<file path="src/rtl/bus_arbiter_pkg.sv">
`default_nettype none
// ============================================================================
// Module      : bus_arbiter_pkg
// Description : Shared constants, owner type and grant decode for bus_arbiter.
// Revision    : 1.0 - initial release
// ============================================================================
package bus_arbiter_pkg;

    localparam int unsigned NUM_MASTERS = 4;

    typedef logic [1:0] owner_t;

    localparam owner_t BUS_MASTER_0 = 2'd0;
    localparam owner_t BUS_MASTER_1 = 2'd1;
    localparam owner_t BUS_MASTER_2 = 2'd2;
    localparam owner_t BUS_MASTER_3 = 2'd3;

    // Active-low bus levels
    localparam logic ENABLE_  = 1'b0;
    localparam logic DISABLE_ = 1'b1;

    // One-cold grant vector: only bit[owner] is low
    function automatic logic [NUM_MASTERS-1:0] grant_decode(input owner_t owner);
        logic [NUM_MASTERS-1:0] grant_n;
        grant_n = {NUM_MASTERS{DISABLE_}};
        grant_n[owner] = ENABLE_;
        return grant_n;
    endfunction

endpackage : bus_arbiter_pkg
`default_nettype wire

</file>
<file path="src/rtl/bus_arbiter_if.sv">
`default_nettype none
// ============================================================================
// Module      : bus_arbiter_if
// Description : Active-low request/grant bundle between bus masters and arbiter.
// Revision    : 1.0 - initial release
// ============================================================================
interface bus_arbiter_if;

    logic in0;
    logic in1;
    logic in2;
    logic in3;
    logic out0;
    logic out1;
    logic out2;
    logic out3;

    modport master (
        output in0, in1, in2, in3,
        input  out0, out1, out2, out3
    );

    modport slave (
        input  in0, in1, in2, in3,
        output out0, out1, out2, out3
    );

endinterface : bus_arbiter_if
`default_nettype wire

</file>
<file path="src/rtl/bus_arbiter_next_owner.sv">
`default_nettype none
// ============================================================================
// Module      : arb_next_owner
// Description : Combinational next-owner selection from current owner and
//               active-low requests. Macro ARB_FIXED_PRIO_EN selects a
//               fixed-priority search (master 0 highest) instead of round-robin.
// Revision    : 1.0 - initial release
// ============================================================================
module arb_next_owner
    import bus_arbiter_pkg::*;
(
    input  owner_t                 owner_i,
    input  logic [NUM_MASTERS-1:0] req_n_i,
    output owner_t                 owner_o
);

    owner_t cand;

    always_comb begin
        owner_o = owner_i;
        cand    = owner_i;
        if (req_n_i[owner_i] == DISABLE_) begin
`ifdef ARB_FIXED_PRIO_EN
            // Descending scan so the lowest requesting index wins
            for (int i = NUM_MASTERS - 1; i >= 0; i--) begin
                if (req_n_i[i] == ENABLE_) begin
                    owner_o = owner_t'(i);
                end
            end
`else
            // Scan owner+3 down to owner+1 so the nearest successor wins
            for (int k = NUM_MASTERS - 1; k >= 1; k--) begin
                cand = owner_i + owner_t'(k);
                if (req_n_i[cand] == ENABLE_) begin
                    owner_o = cand;
                end
            end
`endif
        end
    end

endmodule : arb_next_owner
`default_nettype wire

</file>
<file path="src/rtl/bus_arbiter.sv">
`default_nettype none
// ============================================================================
// Module      : bus_arbiter
// Description : Four-master arbiter with registered owner and one-cold grants.
//               Optional macro: ARB_FIXED_PRIO_EN (fixed-priority release search).
// Revision    : 1.0 - initial release
// ============================================================================
module bus_arbiter
    import bus_arbiter_pkg::*;
(
    input  logic         clk,
    input  logic         reset,
    bus_arbiter_if.slave bus
);

    owner_t                 owner_q;
    owner_t                 owner_d;
    logic [NUM_MASTERS-1:0] req_n;
    logic [NUM_MASTERS-1:0] grant_n;

    assign req_n = {bus.in3, bus.in2, bus.in1, bus.in0};

    arb_next_owner u_next_owner (
        .owner_i (owner_q),
        .req_n_i (req_n),
        .owner_o (owner_d)
    );

    always_ff @(posedge clk or negedge reset) begin
        if (!reset) begin
            owner_q <= BUS_MASTER_0;
        end else begin
            owner_q <= owner_d;
        end
    end

    // Grants come straight off the owner flop: no path from requests
    assign grant_n  = grant_decode(owner_q);
    assign bus.out0 = grant_n[0];
    assign bus.out1 = grant_n[1];
    assign bus.out2 = grant_n[2];
    assign bus.out3 = grant_n[3];

endmodule : bus_arbiter
`default_nettype wire

</file>
<file path="src/flat_wrapper.sv">
// flat-port wrapper written by rule: the top's interface ports become plain ports
module bus_arbiter_flat import bus_arbiter_pkg::*;
  (clk, reset, bus_in0, bus_in1, bus_in2, bus_in3, bus_out0, bus_out1, bus_out2, bus_out3);
  bus_arbiter_if bus_i ();
  input  logic clk;
  input  logic reset;
  input wire logic [$bits(bus_i.in0)-1:0] bus_in0;
  input wire logic [$bits(bus_i.in1)-1:0] bus_in1;
  input wire logic [$bits(bus_i.in2)-1:0] bus_in2;
  input wire logic [$bits(bus_i.in3)-1:0] bus_in3;
  output wire logic [$bits(bus_i.out0)-1:0] bus_out0;
  output wire logic [$bits(bus_i.out1)-1:0] bus_out1;
  output wire logic [$bits(bus_i.out2)-1:0] bus_out2;
  output wire logic [$bits(bus_i.out3)-1:0] bus_out3;
  assign bus_i.in0 = bus_in0;
  assign bus_i.in1 = bus_in1;
  assign bus_i.in2 = bus_in2;
  assign bus_i.in3 = bus_in3;
  assign bus_out0 = bus_i.out0;
  assign bus_out1 = bus_i.out1;
  assign bus_out2 = bus_i.out2;
  assign bus_out3 = bus_i.out3;
  bus_arbiter u_core (.clk(clk), .reset(reset), .bus(bus_i));
endmodule
</file>
<file path="config.mk">
export PLATFORM = sky130hd
export DESIGN_NAME = bus_arbiter_flat
export DESIGN_NICKNAME = d
export VERILOG_FILES = /design/src/rtl/bus_arbiter_pkg.sv /design/src/rtl/bus_arbiter_if.sv /design/src/rtl/bus_arbiter_next_owner.sv /design/src/rtl/bus_arbiter.sv /design/src/flat_wrapper.sv
export SDC_FILE = /design/constraint.sdc
export NUM_CORES = 1
export LEC_CHECK = 0
export CAP_MARGIN = 10
export CORE_AREA = 2 2 39 41
export DETAILED_ROUTE_END_ITERATION = 10
export DIE_AREA = 0 0 41 43
export HOLD_SLACK_MARGIN = 0.05
export SETUP_SLACK_MARGIN = 0.3
export SLEW_MARGIN = 10
export SYNTH_ARGS = -nofsm -noshare
export SYNTH_HDL_FRONTEND = slang
export SYNTH_SLANG_ARGS = --single-unit
</file>
<file path="constraint.sdc">
create_clock -name clk -period 3.3 [get_ports clk]
set_clock_uncertainty 0.15 [all_clocks]
set_input_delay 0.99 -clock clk [delete_from_list [all_inputs] [get_ports clk]]
set_output_delay 0.99 -clock clk [all_outputs]
set_load 0.02 [all_outputs]
</file>
# After elaboration in Yosys (flattened, before gate mapping)
# Index checks and enable logic that the tools add are counted.
# op_classes
addsub,3
order_cmp,5
n_eq_ne,1
n_mux,13
n_bitwise,1
n_reduce_logical,2
# op_table
cell,n
< comparator 2 x 3 -> 1 bit (second input constant),4
binary-select mux 1 bit (select 2 bit),4
two-way mux 2 bit,3
two-way mux 1 bit,5
adder 2 bit (second input constant),2
NOT 4 bit,1
!= test 3 bit (second input constant),1
adder 2 x 1 -> 2 bit (second input constant),1
demux 1 bit (select 2 bit),1
greater-or-equal comparator 2 x 1 -> 1 bit (second input constant),1
AND reduction 2 bit,1
logical AND 1 bit,1
# totals
ff_bits,2
in_bits,6
output_inout_bits,4

# Logic depth before layout (Yosys ltp)
# depth
depth_word,6
mapped_depth,7
mapped_depth_nobuf,6

# Modules after synthesis
# From an unflattened synthesis, not the netlist that was laid out.
# unflattened
cells_unflattened,19
area_unflattened_um2,148.9
# modules_own_cells
mod,n_inst,cells_per_inst,area_per_inst_um2
arb_next_owner,1,13,76.3
bus_arbiter,1,6,72.6

# Least setup slack after synthesis
# Ideal clock, no wire load.
# synth_timing
kind,register to output
start,register u_core.owner_q[1]
end,output bus_out1
t_arrival_ps,895
setup_slack_ps,1265
path_stages_with_launch,5
path_cell_list,dfrtp_1 -> buf_2 -> inv_1 -> ha_1 -> inv_1
# synth_via
elab_chain_cells,5
word_cells_on_any_way,6
# synth_rtl
element,line,source
from (decl),bus_arbiter.sv:16,owner_t owner_q;
from (signal assigned),bus_arbiter.sv:33,owner_q <= owner_d;
< comparator 2 x 3 -> 1 bit (implied by the code) / greater-or-equal comparator 2 x 1 -> 1 bit (equally long branches),bus_arbiter_pkg.sv:26,grant_n[owner] = ENABLE_;
logical AND 1 bit (implied by the code),bus_arbiter_pkg.sv:26,
two-way mux 1 bit (implied by the code),bus_arbiter_pkg.sv:26,
demux 1 bit (select 2 bit) (*),-,
NOT 4 bit (no source line) (*),-,
to (decl),flat_wrapper.sv:12,output wire logic [$bits(bus_i.out1)-1:0] bus_out1;
# Mark *: on every way between the ends. The rest lies on a longest branch, timed or not.

# Worst setup path in the final report
# layout_timing
start,register u_core.owner_q[1]
end,output bus_out0
# layout_via
elab_chain_cells,5
word_cells_on_any_way,6
# layout_rtl
element,line,source
< comparator 2 x 3 -> 1 bit (implied by the code) / greater-or-equal comparator 2 x 1 -> 1 bit (equally long branches),bus_arbiter_pkg.sv:26,
logical AND 1 bit (implied by the code),bus_arbiter_pkg.sv:26,
two-way mux 1 bit (implied by the code),bus_arbiter_pkg.sv:26,
demux 1 bit (select 2 bit) (*),-,
NOT 4 bit (no source line) (*),-,
to (decl),flat_wrapper.sv:11,output wire logic [$bits(bus_i.out0)-1:0] bus_out0;
# Marked as above.

==> metrics.txt <==
status=finished clean; I/O pins=10; GRT Overall Usage=9.37%; worst r2r src=u_core.owner_q[1]; Die Y=43 um; placed cell area=407 um^2; Vias/cell=4.70; worst endpoint required time=2.16 ns; Final setup viols=0; layout filler cell count=163; Seq/Total Area, Yosys=16.0%; initial antenna violation count=0; clock latency at the later pin of the worst-skew pair=0.23 ns; worst hold path class=flip-flop to flip-flop; Initial Util=22.6%; GRT Residual Overflow=0; Ant. Diodes=0; routed wire length per instance=9.50 um; RSZ-0062 raised after global routing=false; Synth Area per Inst=9.20 um^2; area grow syn2layout=37.6%; crit-path cells=inv_1, ha_1, inv_1, clkdlybuf4s50_1; Synth Instances=34; synthesized net count=44; min Tclk post-route=2.83 ns; Routed Antenna Nets=0; total CTS buffers=3; H-tree level count=1; port bufs=9; setup TNS=0 ns; global-route wire length before repair=1050 um; max-cap viol count=0; CTS resizes=0; clock-pin slew on the worst setup and hold paths=0.03 ns; max FFs per register=2; CP Depth=4; most common cell after layout, fill and taps aside=clkdlybuf4s50_1; Clock Sink Count=2; DRC violation count after routing=0; FF+latch count, synth=2; Rel. slew slack=76.1%; fin area=430 um^2; Iter 0 DRT Violations=3; Ys Warns=0; vias in the first global route=246; largest register by flop count=u_core.owner_q; Post-Route WL=570 um; most frequent cells in the layout=9 x clkdlybuf4s50_1, 6 x inv_1, 4 x ha_1, 3 x mux2i_1, 3 x clkbuf_4; Max stage delay cell, worst path=clkdlybuf4s50_1; largest net degree at the start of global routing=11; Power Density=990 mW/mm^2; fin. max-slew vios=0; cts hold-fix bufs=0; peak fanout along the critical path=10; peak supply drop=0.257 mV; Routability Congestion=0.796; layout cells sized above 1=22.7%; Bufs on Longest Clock Path=2; Leakage=0.000190 uW; fmax=0.353 GHz; Via Count=282; Crit. Startpoint=u_core.owner_q[1]; router iterations before antenna repair=2; crit-path max cell delay=0.59 ns; Mapped Area=313 um^2; Crit path max-delay family=buffers and inverters; R2R setup slack=1.36 ns; Die Area=0.00176 mm^2; worst r2r dst=u_core.owner_q[0]; Worst Setup EP=bus_out0; CP most frequent cell=inv_1; CTS tree=yes; multi-input logic area=220 um^2; Die W=41 um; Reg2Reg Depth=6; Fin. Hold Viols=0; fin crit share=85.9%; biggest regs=u_core.owner_q: 2 flops; row cnt=14; core area=0.00138 mm^2; Worst Setup Start Kind=flip-flop; Reg area=51.3 um^2; CP endpoint kind=primary output; Root Buffer=clkbuf_4; Final #Nets=56; CP Class=flip-flop to primary output; Buf/Inv on CP=3; Worst Path Arrival=1.69 ns; Worst-Margin Slew=0.358 ns; Setup Buffers After CTS=0; Cell variety after synth=20
Yosys cell counts:
cell | instances | area share, %
xnor2_2 | 1 | 5.2
dfrtp_1 | 2 | 16
mux2_1 | 1 | 3.6
a211oi_2 | 1 | 4.0
o311a_2 | 1 | 3.6
inv_1 | 6 | 7.2
mux4_2 | 1 | 7.2
and2_2 | 1 | 2.4
nor2_1 | 1 | 1.2
nand2_1 | 2 | 2.4
mux2i_1 | 3 | 9.6
ha_1 | 4 | 16
buf_6 | 1 | 3.6
buf_2 | 1 | 1.6
o221ai_1 | 2 | 5.6
a21oi_1 | 2 | 3.2
nand4_1 | 1 | 2.0
o31ai_1 | 1 | 2.4
inv_2 | 1 | 1.2
o22ai_1 | 1 | 2.0
where the power goes:
| group | total (uW) | switching [uW] | internal (uW) |
|---|---|---|---|
| Combinational | 293 | 140 | 154 |
| Sequential | 78.6 | 38.5 | 40.1 |
| Clock | 54.3 | 14.1 | 40.1 |
worst reg2reg max path, cell delays in order, from the launching register on:
cell and delay (ns):
dfrtp_1 0.54, inv_1 0.11, ha_1 0.34, inv_1 0.10, o22ai_1 0.10, o311a_2 0.36, xnor2_2 0.13
through the flow:
| step | setup WS [ns] | cells | hold slack [ns] | power [uW] | util (%) |
|---|---|---|---|---|---|
| final | 0.467 | 60 | 0.568 | 426 | 31.1 |
| after global routing | 0.314 | 60 | 0.646 | 471 | 31.1 |
| after CTS | 0.377 | 60 | 0.568 | 428 | 31.0 |
| after detailed placement | 0.608 | 57 | 0.564 | 373 | 29.4 |
| after global placement | 0.617 | 57 | 0.545 | 369 | 29.4 |
| after floorplan | 1.26 | 34 | 0.512 | 304 | - |
worst min-delay path by stage:
stage,start,cells after the start,slack [ns],to
after floorplan,u_core.owner_q[1],3,0.51,u_core.owner_q[1]
after global placement,u_core.owner_q[1],2,0.55,u_core.owner_q[1]
after detailed placement,u_core.owner_q[1],2,0.56,u_core.owner_q[1]
after CTS,u_core.owner_q[1],2,0.57,u_core.owner_q[1]
after global routing,u_core.owner_q[0],2,0.65,u_core.owner_q[0]
final,u_core.owner_q[1],2,0.57,u_core.owner_q[1]
layout make-up:
type | instances | share of cell area, %
Multi-Input combinational cell | 23 | 51.2
Inverter | 7 | 6.10
Clock buffer | 3 | 5.23
Sequential cell | 2 | 11.9
Timing Repair Buffer | 9 | 20.9
Tap cell | 16 | 4.65
logic make-up after synthesis:
group / share of synthesized area [%]
xor+xnor: 5.20
compound gates: 20.8
mux: 20.4
fa+ha+maj: 16.0
flops: 16.0
buf+inv: 13.6
simple gates: 8.00
per-layer routing:
metal / global-route usage (%) / vias to the layer above / part of all wire, %
li1: - / 143 / -
met1: 11.4 / 123 / 47
met2: 12.5 / 12 / 42
met3: 3.14 / 4 / 6.5
met4: 8.00 / 0 / 3.9
met5: 0 / - / 0
No activity file was read; power rests on OpenSTA's default activity.
